## config.mk

```make
export PLATFORM = sky130hd
export DESIGN_NAME = text_console_writer
export DESIGN_NICKNAME = d
export VERILOG_FILES = /design/src/rtl/text_console_writer.sv
export SDC_FILE = /design/constraint.sdc
export NUM_CORES = 1
export LEC_CHECK = 0
export ABC_AREA = 0
export CAP_MARGIN = 20
export CORE_MARGIN = 8
export CORE_UTILIZATION = 50
export CTS_CLUSTER_SIZE = 16
export DETAILED_ROUTE_END_ITERATION = 16
export PLACE_DENSITY = 0.75
export SYNTH_ARGS = -nofsm -noshare
export SYNTH_HDL_FRONTEND = slang
export SYNTH_SLANG_ARGS = --single-unit
```

## constraint.sdc

```tcl
create_clock -name i_pix_clk -period 2.7 [get_ports i_pix_clk]
set_input_delay 0.54 -clock i_pix_clk [delete_from_list [all_inputs] [get_ports i_pix_clk]]
set_output_delay 0.54 -clock i_pix_clk [all_outputs]
set_load 0.01 [all_outputs]
```

## src/rtl/text_console_writer.sv

```systemverilog
// Character-stream writer for the tile-map RAM: turns ASCII bytes into single-cycle
// tile writes and tracks the text cursor. Optional per-row auto-clear: TEXT_AUTO_CLEAR_EN.
module text_console_writer #(
    parameter int COLS  = 32,
    parameter int ROWS  = 32,
    parameter int COL_W = $clog2(COLS),
    parameter int ROW_W = $clog2(ROWS)
) (
    input  logic                   i_pix_clk,
    input  logic                   i_reset,
    input  logic [7:0]             i_char,
    input  logic                   i_valid,
    output logic                   o_ready,
    output logic                   o_wr_en,
    output logic [ROW_W+COL_W-1:0] o_wr_addr,
    output logic [7:0]             o_wr_data,
    output logic [COL_W-1:0]       o_cursor_col,
    output logic [ROW_W-1:0]       o_cursor_row
);
    localparam int AW = ROW_W + COL_W;

    typedef enum logic [1:0] {
        S_IDLE       = 2'd0,
        S_CLEAR_LINE = 2'd1,
        S_CLEAR_ALL  = 2'd2
    } state_t;

    state_t           r_state, w_state_next;
    logic [AW-1:0]    r_clr_cnt, w_clr_cnt_next;
    logic [COL_W-1:0] r_col, w_col_next;
    logic [ROW_W-1:0] r_row, w_row_next;
    logic             r_ready, w_ready_next;
    logic             r_wr_en, w_wr_en_next;
    logic [AW-1:0]    r_wr_addr, w_wr_addr_next;
    logic [7:0]       r_wr_data, w_wr_data_next;

    logic             w_accept;
    logic             w_printable, w_is_lf, w_is_cr, w_is_bs, w_is_ff;
    logic             w_col_last;
    logic [COL_W-1:0] w_col_dec;
    logic [ROW_W-1:0] w_row_inc;
    logic             w_clr_last_all;

    // r_ready is only ever set while in IDLE, so it alone qualifies acceptance
    assign w_accept       = i_valid && r_ready;
    assign w_printable    = (i_char >= 8'h20) && (i_char <= 8'h7E);
    assign w_is_lf        = (i_char == 8'h0A);
    assign w_is_cr        = (i_char == 8'h0D);
    assign w_is_bs        = (i_char == 8'h08);
    assign w_is_ff        = (i_char == 8'h0C);
    assign w_col_last     = (r_col == COL_W'(COLS - 1));
    assign w_col_dec      = r_col - 1'b1;
    assign w_row_inc      = r_row + 1'b1;
    assign w_clr_last_all = (r_clr_cnt == AW'(COLS * ROWS - 1));

`ifdef TEXT_AUTO_CLEAR_EN
    logic w_advance;
    logic w_clr_last_line;
    assign w_advance       = w_accept && ((w_printable && w_col_last) || w_is_lf);
    assign w_clr_last_line = (r_clr_cnt[COL_W-1:0] == COL_W'(COLS - 1));
`endif

    always_ff @(posedge i_pix_clk) begin
        if (i_reset) begin
            r_state   <= S_CLEAR_ALL;
            r_clr_cnt <= '0;
            r_col     <= '0;
            r_row     <= '0;
            r_ready   <= 1'b0;
            r_wr_en   <= 1'b0;
            r_wr_addr <= '0;
            r_wr_data <= 8'h00;
        end else begin
            r_state   <= w_state_next;
            r_clr_cnt <= w_clr_cnt_next;
            r_col     <= w_col_next;
            r_row     <= w_row_next;
            r_ready   <= w_ready_next;
            r_wr_en   <= w_wr_en_next;
            r_wr_addr <= w_wr_addr_next;
            r_wr_data <= w_wr_data_next;
        end
    end

    always_comb begin
        w_state_next = r_state;
        case (r_state)
            S_IDLE: begin
                if (w_accept && w_is_ff) begin
                    w_state_next = S_CLEAR_ALL;
                end
`ifdef TEXT_AUTO_CLEAR_EN
                else if (w_advance) begin
                    w_state_next = S_CLEAR_LINE;
                end
`endif
            end
`ifdef TEXT_AUTO_CLEAR_EN
            S_CLEAR_LINE: begin
                if (w_clr_last_line) w_state_next = S_IDLE;
            end
`endif
            S_CLEAR_ALL: begin
                if (w_clr_last_all) w_state_next = S_IDLE;
            end
            default: w_state_next = S_IDLE;
        endcase
    end

    // Registered-output next values; address/data hold unless a write is issued
    always_comb begin
        w_clr_cnt_next = r_clr_cnt;
        w_col_next     = r_col;
        w_row_next     = r_row;
        w_ready_next   = 1'b0;
        w_wr_en_next   = 1'b0;
        w_wr_addr_next = r_wr_addr;
        w_wr_data_next = r_wr_data;
        case (r_state)
            S_IDLE: begin
                w_ready_next   = 1'b1;
                w_clr_cnt_next = '0;
                if (w_accept) begin
                    if (w_printable) begin
                        w_wr_en_next   = 1'b1;
                        w_wr_addr_next = {r_row, r_col};
                        w_wr_data_next = i_char;
                        if (w_col_last) begin
                            w_col_next = '0;
                            w_row_next = w_row_inc;
                        end else begin
                            w_col_next = r_col + 1'b1;
                        end
                    end else if (w_is_lf) begin
                        w_col_next = '0;
                        w_row_next = w_row_inc;
                    end else if (w_is_cr) begin
                        w_col_next = '0;
                    end else if (w_is_bs) begin
                        if (r_col != '0) begin
                            w_col_next     = w_col_dec;
                            w_wr_en_next   = 1'b1;
                            w_wr_addr_next = {r_row, w_col_dec};
                            w_wr_data_next = 8'h20;
                        end
                    end else if (w_is_ff) begin
                        w_col_next   = '0;
                        w_row_next   = '0;
                        w_ready_next = 1'b0;
                    end
`ifdef TEXT_AUTO_CLEAR_EN
                    if (w_advance) w_ready_next = 1'b0;
`endif
                end
            end
`ifdef TEXT_AUTO_CLEAR_EN
            S_CLEAR_LINE: begin
                w_wr_en_next   = 1'b1;
                w_wr_addr_next = {r_row, r_clr_cnt[COL_W-1:0]};
                w_wr_data_next = 8'h20;
                w_clr_cnt_next = w_clr_last_line ? '0 : r_clr_cnt + 1'b1;
            end
`endif
            S_CLEAR_ALL: begin
                w_wr_en_next   = 1'b1;
                w_wr_addr_next = r_clr_cnt;
                w_wr_data_next = 8'h20;
                w_clr_cnt_next = w_clr_last_all ? '0 : r_clr_cnt + 1'b1;
                w_col_next     = '0;
                w_row_next     = '0;
            end
            default: ;
        endcase
    end

    assign o_ready      = r_ready;
    assign o_wr_en      = r_wr_en;
    assign o_wr_addr    = r_wr_addr;
    assign o_wr_data    = r_wr_data;
    assign o_cursor_col = r_col;
    assign o_cursor_row = r_row;

endmodule
```

==> summary.txt <==
Status
  – Status: finished clean

Cells and area
  – Area growth syn-to-layout: 28.2%
  – Nets: 341
  – Leading cell type in the layout, fill and taps excluded: dfxtp_1
  – Fin cells: 376
  – Fillers: 365
  – Layout cell share with drive strength beyond 1: 13.6%
  – Most frequent cells in the layout: dfxtp_1, clkdlybuf4s50_1, nor2_1
  – Antenna Cells: 0
  – Final core utilization: 66.6%

Routing
  – Drt via density: 6.07
  – Starting DRT DRC Count: 144
  – Routed wire per std cell: 16.4 um
  – First-pass DRT Iterations: 4
  – Vias post-DR: 2283
  – Final antenna-violating net count: 0
  – Post-route DRC: 0
  – Routed WL: 6180 um

Worst setup path
  – Worst-path fanout max: 16
  – Slowest-stage cell, CP: clkdlybuf4s50_1
  – Top delay family on crit path: compound AO/OA/AOI/OAI gates
  – Delay of the slowest critical-path stage: 0.63 ns
  – Critical Path RT: 2.90 ns
  – CP startpoint kind: input port
  – CP Buf/Inv Count: 1
  – Worst-path cell chain: clkdlybuf4s50_1 > nand3_1 > o21ai_2 > a21o_1 > nand2_1 > a311oi_1
  – Crit Path Category: in -> reg
  – Setup crit end kind: register
  – Worst Path Arrival: 2.54 ns

Global routing
  – GRT Overall Usage: 18.1%
  – Initial antenna violation count: 0
  – First-pass GRT wire length: 10600 um
  – Vias in the first global route: 2193
  – Total global routing overflow: 0
  – Largest net degree at the start of global routing: 20

Clocking
  – Root buffer cell: clkbuf_8
  – Worst skew pair latency: 0.29 ns
  – Setup bufs post-CTS: 0
  – Hold_buf cts: 0
  – Sink Count: 41
  – CTS max path bufs: 2
  – # H-tree levels: 2
  – Resized Gates After CTS: 0
  – Worst-path clk slew: 0.08 ns
  – CTS tree: yes
  – Cts bufs inserted: 5

Synth
  – FFs w/ async S/R, synth: 0%
  – Post-synth cell types: 64
  – Net Count, Synth: 288
  – Mapped Area: 2260 um2
  – Most used DFF post-synth: dfxtp_1
  – Xor-xnor portion of the synthesized cell area: 3.87%
  – Adder-cell area share of the yosys netlist: 3.32%
  – Syn Area/Cell: 8.35 um2
  – Simple-gate share of the synthesized area: 27.5%
  – Synth Area in Compound Gates: 23.9%
  – Main combinational cell family by area after synthesis: simple AND/OR/NAND/NOR gates
  – Sequential share of the synthesized area: 36.3%
  – Seq cells post-synth: 41
  – Mapped Cells: 271
  – Yosys warns: 0
  – Post-synth EDFFs: 0
  – Mux contribution to synthesized area: 0.498%

STA
  – Least-Margin Pin Slew: 0.613 ns
  – Unrepaired setup endpoints after global routing: false
  – Crit path time final: 2.34 ns
  – Final WS setup: 0.363 ns
  – Final Max Slew Viols: 0
  – Final Hold Viols: 0
  – Achievable Freq: 0.428 GHz
  – Final Setup Violations: 0
  – Final Cycle Share: 86.6%
  – Worst Clk Skew: 0.00676 ns
  – Relative slew slack: 58.8%
  – Fin Setup TNS: 0 ns

Placed design
  – Final estimated routing congestion in global placement: 0.908
  – Final HPWL from detailed placement: 4730 um
  – Post-Place Cells: 369
  – IO Port Bufs: 40
  – DP Worst Slack: 0.0945 ns

Job
  – Max Cap Viol: 0

Pwr
  – Static Leak: 1.03 nW
  – Maximum VDD drop: 269 uV
  – Total design power: 1.15 mW
  – Pwr dens: 395 nW/um2

Floorplanning
  – Initial Utilization: 52.0%
  – Core area: 4350 um2
  – Die boundary height: 83.3 um
  – Number of core rows: 24
  – Num ports: 41
  – Die Wd: 83.3 um
  – Total die area: 6930 um2

Worst hold path
  – Hold crit path type: reg -> reg
==> synthesized netlist by cell type (2+ instances only) <==
library cell  instances  area share [%]
nand2_1              30             5.0
ha_1                  6             3.3
a211o_1               2            0.77
o31ai_1               4             1.3
a31oi_1               3            0.83
clkbuf_1              8             1.3
a311oi_1              6             2.3
nor2_1               31             5.1
and2_1                4             1.1
inv_1                 9             1.5
dfxtp_1              41              36
o211ai_1              3             1.0
buf_2                 2            0.44
xnor2_1               6             2.3
nor4_1                3            0.83
nor3_1                6             1.3
o32ai_1               3             1.2
a32oi_1               6             2.3
xor2_1                4             1.5
and3_1                7             1.9
buf_4                 3             1.0
nand4_1               2            0.55
or3_1                 2            0.55
and4_1                2            0.77
a21oi_1              14             3.1
nand3_1              16             3.5
o22ai_1               2            0.55
a32o_1                3             1.3
o21ai_0               8             1.8
==> layout make-up <==
| type | instances | area [um2] | area share, % |
|---|---|---|---|
| multi-input cells | 206 | 1340 | 46.1 |
| inverters | 10 | 37.5 | 1.29 |
| clock buffers | 6 | 82.6 | 2.85 |
| clock inverters | 1 | 7.51 | 0.259 |
| well taps | 52 | 65.1 | 2.24 |
| repair buffers | 60 | 551 | 19.0 |
| flip-flops and latches | 41 | 821 | 28.3 |
==> worst register-to-register path: stages (launching register included) <==
cell,delay (ns)
dfxtp_1,0.41
inv_1,0.12
ha_1,0.14
or4b_1,0.45
nand3_1,0.14
a21o_1,0.49
nand2_1,0.12
a311oi_1,0.29
==> layer usage <==
metal,part of all wire [%],track usage [%]
met1,43,23.2
met2,46,28.3
met3,9.4,5.47
met4,1.4,5.11
met5,0,0
==> through the flow <==
step / area, um2 / hold WS [ns]
after CTS: 2900 / 0.486
after global routing: 2900 / 0.505
after floorplan: 2260 / 0.437
final: 2900 / 0.484
after detailed placement: 2810 / 0.472
after global placement: 2810 / 0.466
==> where the power goes <==
part	leakage, nW	total [mW]	switching (mW)	internal, mW
sequential	0.332	0.618	0.00640	0.612
combinational	0.658	0.120	0.0645	0.0558
clock	0.0433	0.407	0.205	0.202
==> worst paths after layout <==
| check | startpoint | end | slack (ns) | cells after the start |
|---|---|---|---|---|
| hold reg to reg | r_clr_cnt[0] | r_clr_cnt[0] | 0.48 | 1 |
| setup / recovery | i_char[1] | o_wr_addr[7] | 0.36 | 6 |
| setup reg to reg | o_cursor_col[0] | o_wr_addr[7] | 0.44 | 7 |
| hold / removal | r_clr_cnt[0] | r_clr_cnt[0] | 0.48 | 1 |
==> state kept, by name, summed over array words and instances (netlist names) <==
| signal | flops |
|---|---|
| o_wr_addr | 10 |
| r_clr_cnt | 10 |
| o_wr_data | 8 |
| o_cursor_col | 5 |
| o_cursor_row | 5 |
| o_ready | 1 |
| o_wr_en | 1 |
| r_state | 1 |
==> cells by family (layout without fill, tap and decap cells) <==
family | count (synthesis) | after routing
flip-flops | 41 | 41
multiplexers | 1 | 1
AO/OA/AOI/OAI | 72 | 72
buffers and inverters | 24 | 77
AND/OR/NAND/NOR | 117 | 117
XOR/XNOR | 10 | 10
adder cells (fa/ha/maj) | 6 | 6
(Power assumes the default switching activity.)
